$ cat config.mk
export PLATFORM = sky130hd
export DESIGN_NAME = dmem_boot_ctrl
export DESIGN_NICKNAME = d
export VERILOG_FILES = /design/src/rtl/dmem_boot_ctrl.sv
export SDC_FILE = /design/constraint.sdc
export NUM_CORES = 1
export LEC_CHECK = 0
export BUFFER_PORTS_ARGS = -buffer_cell sky130_fd_sc_hd__buf_2
export CAP_MARGIN = 40
export CORE_MARGIN = 5
export CORE_UTILIZATION = 48
export CTS_BUF_LIST = sky130_fd_sc_hd__clkbuf_4 sky130_fd_sc_hd__clkbuf_8
export CTS_CLUSTER_SIZE = 25
export DETAILED_ROUTE_END_ITERATION = 6
export PLACE_DENSITY = 0.88
export SYNTH_ARGS = -nofsm -noshare
export SYNTH_HDL_FRONTEND = slang
export SYNTH_SLANG_ARGS = --single-unit
$ cat constraint.sdc
create_clock -name clk -period 4.1 [get_ports clk]
set_input_delay 0 -clock clk [delete_from_list [all_inputs] [get_ports clk]]
set_output_delay 0 -clock clk [all_outputs]
set_load 0.02 [all_outputs]
$ cat src/rtl/dmem_boot_ctrl.sv
// rtl/dmem_boot_ctrl.sv - boot loader: streams host words into data memory, then releases the CPU
// Optional: define DMEM_BOOT_CSUM_EN to accumulate a running checksum of the loaded words.
module dmem_boot_ctrl #(
    parameter logic [31:0] ADDR_BASE = 32'h0000_0000,
    parameter int          NUM_WORDS = 64,
    parameter int          CNT_W     = 7
) (
    input  logic             clk,
    input  logic             reset,
    input  logic             start,
    input  logic             ld_valid,
    input  logic             ld_last,
    input  logic [31:0]      ld_data,
    output logic             ld_ready,
    output logic             cpu_reset,
    output logic             dmem_we,
    output logic [2:0]       dmem_store,
    output logic [31:0]      dmem_addr,
    output logic [31:0]      dmem_wdata,
    output logic             busy,
    output logic             done,
    output logic [CNT_W-1:0] word_count,
    output logic [31:0]      csum
);

    localparam logic [1:0] S_IDLE  = 2'd0;
    localparam logic [1:0] S_LOAD  = 2'd1;
    localparam logic [1:0] S_FLUSH = 2'd2;
    localparam logic [1:0] S_RUN   = 2'd3;

    logic [1:0] state;
    logic       accept;
    logic       startOk;
    logic       lastWord;

    // Start is only honoured when no load is in progress.
    assign accept   = (state == S_LOAD) && ld_valid && ld_ready;
    assign startOk  = start && ((state == S_IDLE) || (state == S_RUN));
    assign lastWord = ld_last || (word_count == CNT_W'(NUM_WORDS - 1));

    // Every store the controller issues is a full word.
    assign dmem_store = 3'b010;

    // Session FSM with registered outputs; the final write lands in the FLUSH cycle.
    always_ff @(posedge clk) begin
        if (!reset) begin
            state      <= S_IDLE;
            cpu_reset  <= 1'b1;
            ld_ready   <= 1'b0;
            dmem_we    <= 1'b0;
            dmem_addr  <= ADDR_BASE;
            dmem_wdata <= 32'h0;
            word_count <= '0;
            busy       <= 1'b0;
            done       <= 1'b0;
        end else begin
            dmem_we <= 1'b0;
            case (state)
                S_IDLE, S_RUN: begin
                    if (startOk) begin
                        state      <= S_LOAD;
                        ld_ready   <= 1'b1;
                        busy       <= 1'b1;
                        done       <= 1'b0;
                        cpu_reset  <= 1'b1;
                        word_count <= '0;
                    end
                end
                S_LOAD: begin
                    if (accept) begin
                        dmem_we    <= 1'b1;
                        dmem_addr  <= ADDR_BASE + (32'(word_count) << 2);
                        dmem_wdata <= ld_data;
                        word_count <= word_count + CNT_W'(1);
                        if (lastWord) begin
                            state    <= S_FLUSH;
                            ld_ready <= 1'b0;
                        end
                    end
                end
                default: begin
                    state     <= S_RUN;
                    busy      <= 1'b0;
                    done      <= 1'b1;
                    cpu_reset <= 1'b0;
                end
            endcase
        end
    end

`ifdef DMEM_BOOT_CSUM_EN
    logic [31:0] csumReg;

    // Checksum advances alongside word_count and restarts with each session.
    always_ff @(posedge clk) begin
        if (!reset) begin
            csumReg <= 32'h0;
        end else if (startOk) begin
            csumReg <= 32'h0;
        end else if (accept) begin
            csumReg <= csumReg + ld_data;
        end
    end

    assign csum = csumReg;
`else
    assign csum = 32'h0;
`endif

endmodule
## Yosys cells after proc, flatten, opt, wreduce, memory -nomap -nowiden

Cells that the tools add are included.

- Register bits: 53
- Input port bits: 37
- Output and inout bits: 111
- Logic and storage cells: 46

- Add/subtract/negate cells: 1
- Eq/ne operators: 6
- Multiplexer cells: 15
- Bitwise logic cells: 1
- Reductions and logical operators: 14

Operators by type and width:

| operator | count |
|---|---|
| 2-to-1 mux 7 bit | 2 |
| case mux 7 bit (2 select lines) | 1 |
| adder 7 x 1 -> 7 bit (second input constant) | 1 |
| equality test 7 x 6 -> 1 bit (second input constant) | 1 |
| 2-to-1 mux 2 bit | 3 |
| != test 2 bit (second input constant) | 3 |
| case mux 1 bit (2 select lines) | 3 |
| AND reduction 2 bit | 3 |
| AND reduction 3 bit | 2 |
| 2-to-1 mux 1 bit | 5 |
| case mux 2 bit (2 select lines) | 1 |
| AND reduction 4 bit | 1 |
| logical AND 1 bit | 3 |
| equality test 2 x 1 -> 1 bit (second input constant) | 1 |
| equality test 2 bit (second input constant) | 1 |
| logical NOT 2 bit | 1 |
| logical OR 1 bit | 2 |
| nonzero test 2 bit | 1 |
| OR reduction 2 bit | 1 |
| NOT 1 bit | 1 |

## Depth between registers and ports, before layout

Gate-level depths: netlist (run 1).

- Word-level depth: 5
- Mapped depth: 7
- Mapped depth without buffers: 6

## Worst setup path after synthesis (run 1)

No wires, ideal clock.

- Kind: reg-to-reg
- From: register state[1]
- To: register word_count[5]
- Setup time: 0.070 ns
- Data arrival time: 1.908 ns
- Required time: 4.030 ns
- Setup slack: 2.123 ns
- Cell stages (with the launch flop): 8
- Path buffers: 1
- Period minus slack after synthesis: 1.977 ns
- Cell sequence: dfxtp_1 > inv_1 > ha_1 > nor2b_1 > buf_2 > or3_4 > or4_1 > a21oi_1

- Word-level cells in the longest chain between the ends: 5
- Elaborated cells between the ends (all ways): 13
- Those cells by class: 4 x eq/ne; 1 x mux; 8 x reduce/logical

RTL lines:

| item | line | RTL |
|---|---|---|
| from (decl) | 31 | `logic [1:0] state;` |
| from (signal assigned) | 47 | `state <= S_IDLE;` |
| from (signal assigned) | 61 | `state <= S_LOAD;` |
| from (signal assigned) | 76 | `state <= S_FLUSH;` |
| equality test 2 bit, or another cell as far along | 38, 58 |  |
| logical OR 1 bit or logical AND 1 bit (tied branches) | 38, 37 |  |
| logical AND 1 bit (on tied branches) | 38, 37 |  |
| != test 2 bit (no line) | -- |  |
| AND reduction 3 bit (no line) | -- |  |
| to (signal assigned) | 74 | `word_count <= word_count + CNT_W'(1);` |
| to (decl) | 22 | `output logic [CNT_W-1:0] word_count,` |

Parallel ways exist; a longest one is shown, timed or not.
A chain may end at the register's enable or synchronous reset.

## Worst setup path in the final report (run 1)

- From: register state[1]
- To: register word_count[6]

The elaborated chain is that of the path after synthesis.

==> results of run 1 <==
## worst min-delay path, cell delays in order
cell	delay [ns]
buf_2	0.08
inv_1	0.04
o311ai_1	0.14
a21oi_1	0.09
## synth_stat cells (all sizes together) (3+ instances only)
cell and count:
buf 61, nor3 3, nand2 82, inv 3, a21oi 44, nor2 12, dfxtp 53, o21ai 3
nand3 4, ha 3, xnor2 3, nor2b 3, clkbuf 12
## state kept, by name, summed over array words and instances (netlist names)
register    count
dmem_wdata     32
dmem_addr       7
word_count      7
state           2
busy            1
cpu_reset       1
dmem_we         1
done            1
ld_ready        1
## final timing paths
path	start	endpoint	slack (ns)
worst max register to register	state[1]	word_count[6]	1.89
worst max-delay path	state[1]	word_count[6]	1.89
worst min-delay path	ld_last	ld_ready	0.09
worst min register to register	dmem_wdata[1]	dmem_wdata[1]	0.46
## logic make-up (layout without fill, tap and decap cells)
group	Yosys count	in the layout	synth area share [%]
other cells	2	60	0.311
buf+inv	76	133	21.2
simple gates	113	113	19.5
flops	53	53	43.9
xor+xnor	3	3	1.09
compound gates	54	54	12.1
mux	1	1	0.414
fa+ha+maj	3	3	1.55
## through the flow
stage	worst slack (ns)	hold WS, ns	total power, uW	instances
final	1.89	0.0925	1240	487
after global routing	1.63	0.110	1310	487
after CTS	1.87	0.0852	1250	487
after detailed placement	1.91	0.246	921	446
after global placement	2.06	0.241	913	446
after floorplan	2.12	0.0762	881	363
## final cells by class
| class | instances | area (um^2) |
|---|---|---|
| Fill cell | 402 | 1720 |
| Multi-Input combinational cell | 234 | 1060 |
| Sequential cell | 53 | 1060 |
| Timing Repair Buffer | 122 | 781 |
| Tap cell | 67 | 83.8 |
| Clock buffer | 6 | 82.6 |
| Clock inverter | 2 | 13.8 |
| Inverter | 3 | 11.3 |
## metal layers
metal  vias to the layer above  routed length [um]  track usage (%)
met5                         -                   0                0
li1                       1091                   -                -
met2                        99                3160             33.7
met4                         0                  76             5.07
met1                      1010                2360             19.8
met3                         9                 603             5.43
## where the power goes
group	switching, uW	internal (uW)
Combinational	239	125
Sequential	22.8	555
Clock	161	137
Total	423	817
==> metrics.yaml, run 1 <==
portBuffers: 87
synth-edff-count: 0
via_per_inst: 4.54
syn_avg_cell_area_um2: 7.93
fin_util_pct: 64.3
synth-main-ff-cell: "dfxtp_1"
antenna_cells: 0
dr_total_vias: 2209
antenna_found_initial: 0
synthCells: 305
routed_wl_mm: 6.20
cts-root-buf: "clkbuf_8"
rows: 25
crit_fanout: 22
cts_hold_buf: 33
fin_nets: 459
slew_viol_final: 0
cp_slowest_cell: "nand3_1"
syn_area_um2: 2420
cts_sinks: 53
ctsResizeCount: 0
outcome: "finished clean"
max-cap-violations: 0
firstDrtPassIters: 4
cp_num_cells: 6
path_buf_inv: 1
p_leak_uw: 0.00144
yosysSeqAreaShare_pct: 43.9
synthTopCellsByArea: "dfxtp_1, buf_4, nand2_1"
start_util_pct: 50.2
yosysWarnings: 0
place_area_um2: 2670
fin_crit_sh_pct: 53.8
ioPinCount: 148
area_growth_pct: 28.1
globalplace.congestion: 0.770
max_stage_delay_ns: 0.61
final_common_cell: "buf_2"
rsz0062_at_grt: "false"
clk_latency_ns: 0.30
overflow: 0
ir_drop_uv: 261
cts_setup_buffers: 0
fmax_ghz: 0.453
drt_iter0_markers: 91
drive_gt1_share_pct: 23.6
start_kind: "register"
drc: 0
slew_headroom_pct: 45.4
place_hpwl_mm: 3.98
hold_violations: 0
yosysTopAreaCellShare_pct: 43.9
crit_family: "simple AND/OR/NAND/NOR gates"
final_antenna_net_count: 0
tns_ns: 0
p_per_area_nw_per_um2: 401
end_kind: "register"
crit_chain: "inv_1, ha_1, nand3_1, nor2_1, o21ai_0, a311oi_1"
wl_per_cell_um: 12.7
async_flop_share_pct: 0
cts.path.max_buffers: 2
die_y_um: 81.0
hold_path_class: "in2reg"
setup_violations: 0
worstMarginPinSlew_ns: 0.817
final_cell_mix: "buf_2, nand2_1, conb_1"
hold_path_depth: 4
core_area_um2: 4820
htree_levels: 2
yosys_register_bits: 53
fin_skew_ns: 0.00696
reg2reg_depth: 6
yosysTopAreaCell: "dfxtp_1"
ys_types: 30
worstPathArrival_ns: 2.41
min_period_ns: 2.21
die_w_um: 81.0
crit_required_ns: 4.30
dieArea_um2: 6560
grt_pass1_vias: 1961
grt_use_total_pct: 18.1
grt_max_degree: 46
design_area_um2: 3100
grt_pass1_wl_mm: 9.32
clk_pin_slew_worst_paths_ns: 0.09
cts_tree: "done"
cts_buffers: 5
crit_type: "reg2reg"
Note: power is estimated with default switching activity, not from simulation.
==> inputs of run 2 (changes only) <==
--- a/config.mk
+++ b/config.mk
@@ -5,14 +5,15 @@
 export SDC_FILE = /design/constraint.sdc
 export NUM_CORES = 1
 export LEC_CHECK = 0
+export ABC_AREA = 1
 export BUFFER_PORTS_ARGS = -buffer_cell sky130_fd_sc_hd__buf_2
 export CAP_MARGIN = 40
 export CORE_MARGIN = 5
-export CORE_UTILIZATION = 48
+export CORE_UTILIZATION = 41
 export CTS_BUF_LIST = sky130_fd_sc_hd__clkbuf_4 sky130_fd_sc_hd__clkbuf_8
 export CTS_CLUSTER_SIZE = 25
 export DETAILED_ROUTE_END_ITERATION = 6
-export PLACE_DENSITY = 0.88
+export PLACE_DENSITY = 0.79
 export SYNTH_ARGS = -nofsm -noshare
 export SYNTH_HDL_FRONTEND = slang
 export SYNTH_SLANG_ARGS = --single-unit
==> constraint.sdc (replaced) <==
create_clock -name clk -period 1.9 [get_ports clk]
set_input_delay 0 -clock clk [delete_from_list [all_inputs] [get_ports clk]]
set_output_delay 0 -clock clk [all_outputs]
set_load 0.02 [all_outputs]
==> metrics.yaml, run 2 <==
outcome: "finished clean"
synth-edff-count: 0  # unchanged
clk_pin_slew_worst_paths_ns: 0.09  # about the same
hold_violations: 0  # unchanged
fill_cells: 547  # +36%
synthCells: 332  # +8.9%
ys_types: 27  # -10%
clk_latency_ns: 0.31  # about the same
hold_path_class: "in2reg"
min_period_ns: 1.50  # -0.710 ns
cts.path.max_buffers: 2  # unchanged
stdcell_count: 519  # +6.6%
yosysWarnings: 0  # unchanged
max-cap-violations: 0  # unchanged
grt_pass1_wl_mm: 9.16  # -1.7%
async_flop_share_pct: 0  # unchanged
start_kind: "register"
crit_fanout: 73  # +230%
tns_ns: 0  # unchanged
grt_max_degree: 74  # +61%
syn_area_um2: 2570  # +6.4%
antenna_cells: 0  # unchanged
ioPinCount: 148  # unchanged
dpl.cell_count: 481  # +7.8%
grt_use_total_pct: 14.5  # -3.6 points
crit_required_ns: 2.09  # -2.21 ns
crit_type: "reg2reg"
cts_setup_buffers: 0  # unchanged
area_growth_pct: 26.4
antenna_found_initial: 0  # unchanged
dr_total_vias: 2209  # unchanged
top_register: "dmem_wdata"
cts_tree: "done"
synth-main-ff-cell: "dfxtp_1"
rsz0062_at_grt: "false"
drc: 0  # unchanged
firstDrtPassIters: 4  # unchanged
fin_nets: 483  # +5.2%
setup_violations: 0  # unchanged
yosys_register_bits: 53  # unchanged
rows: 28  # +12%
yosysTopAreaCellShare_pct: 41.2  # -2.6 points
fin_crit_sh_pct: 78.8  # +25 points
biggestRegsByFlops: "dmem_wdata: 32 flops, dmem_addr: 7 flops, word_count: 7 flops"
fin_util_pct: 53.9  # -10 points
p_leak_uw: 0.00157  # +8.9%
fmax_ghz: 0.668  # +47%
wl_per_cell_um: 11.6  # -8.9%
die_y_um: 89.2  # +10%
core_area_um2: 6030  # +25%
cts_buffers: 5  # unchanged
p_per_area_nw_per_um2: 985  # +150%
drive_gt1_share_pct: 24.5  # +0.98 points
routed_wl_mm: 6.02  # -3.0%
final_antenna_net_count: 0  # unchanged
syn_avg_cell_area_um2: 7.75  # -2.2%
synthTopCellsByArea: "dfxtp_1, buf_4, a21oi_1"
worstMarginPinSlew_ns: 0.513  # -0.304 ns
globalplace.congestion: 0.824  # +7.0%
cts_sinks: 53  # unchanged
htree_levels: 2  # unchanged
fin_skew_ns: 0.00714  # +0.000179 ns
final_common_cell: "buf_2"
ir_drop_uv: 741  # +180%
cts-root-buf: "clkbuf_8"
yosysMostFrequentCell: "buf_4"
end_kind: "register"
yosysTopAreaCell: "dfxtp_1"
final_cell_mix: "buf_2, conb_1, dfxtp_1"
dieArea_um2: 7960  # +21%
grt_pass1_vias: 2088  # +6.5%
total_power_uw: 3200  # +160%
place_hpwl_mm: 4.04  # +1.5%
portBuffers: 87  # unchanged
slew_viol_final: 0  # unchanged
start_util_pct: 42.7  # -7.5 points
yosysSeqAreaShare_pct: 41.2  # -2.6 points
drt_iter0_markers: 110  # +21%
die_w_um: 89.2  # +10%
largest_reg_flops: 32  # unchanged
synthTopCellsByCount: "buf_4, dfxtp_1, inv_1, a21oi_1, o21ai_0"
worstPathArrival_ns: 1.68  # -0.73 ns
via_per_inst: 4.26  # -6.2%
slew_headroom_pct: 65.8  # +20 points
overflow: 0  # unchanged
## run 2: cell count changes after synthesis, sizes merged, moves of 7 or more
cell	change
inv	+50
nand2	-50
o21ai	+37
a21oi	+7
## run 2: metrics by stage
step / setup WS (ns) / hold WS [ns] / area, um^2
after floorplan: 0.555 / 0.174 / 2790
after detailed placement: 0.427 / 0.278 / 2840
after global placement: 0.451 / 0.264 / 2840
after global routing: 0.228 / 0.0205 / 3250
final: 0.403 / 0.00561 / 3250
after CTS: 0.398 / 0.000174 / 3250
## run 2: path summary, 6_finish.rpt
path                                    start              to  slack (ns)  cells after the start
worst min register to register  dmem_wdata[4]   dmem_wdata[4]        0.44                      2
worst max register to register       state[0]  dmem_wdata[22]        0.40                      5
worst max-delay path                 state[0]  dmem_wdata[22]        0.40                      5
worst min-delay path               ld_data[0]   dmem_wdata[0]       0.006                      3
## run 2: cell families (layout without fill, tap and decap cells)
family | after synthesis | after routing | synth area share, %
AOI/OAI and AO/OA | 92 | 92 | 18.7
other | 2 | 60 | 0.292
adders and majority gates | 3 | 3 | 1.46
and+or+nand+nor | 56 | 56 | 10.7
DFF | 53 | 53 | 41.2
buffers and inverters | 126 | 180 | 27.6
## run 2: where the power goes
part           internal, uW  switching, uW
Sequential             1260           85.7
Combinational           359            739
Clock                   394            367
## run 2: repair_timing
item | CTS | global route
hold endpoints to repair | 30 | 0
hold buffers | 30 | 0
resized for setup | 0 | 0
## run 2: area by class of cell
cell class | count | area (um^2) | share of cell area [%]
clock inverters | 3 | 46.3 | 1.42
well taps | 75 | 93.8 | 2.89
flip-flops and latches | 53 | 1060 | 32.6
repair buffers | 119 | 763 | 23.5
inverters | 53 | 199 | 6.12
multi-input cells | 211 | 1020 | 31.3
clock buffers | 5 | 68.8 | 2.12
## run 2: metal layers
metal  track usage, %  wire, um  part of all wire (%)
met5                0         0                     0
met2             27.2      2980                    49
met1             15.8      2390                    40
met3             3.87       583                   9.7
met4             4.60        69                   1.1
## run 2: worst max-delay path: stages (launching register included)
cell and delay [ns]:
dfxtp_1 0.37, ha_1 0.31, nand3_4 0.18, buf_12 0.23
o21ai_0 0.18, a21oi_1 0.07
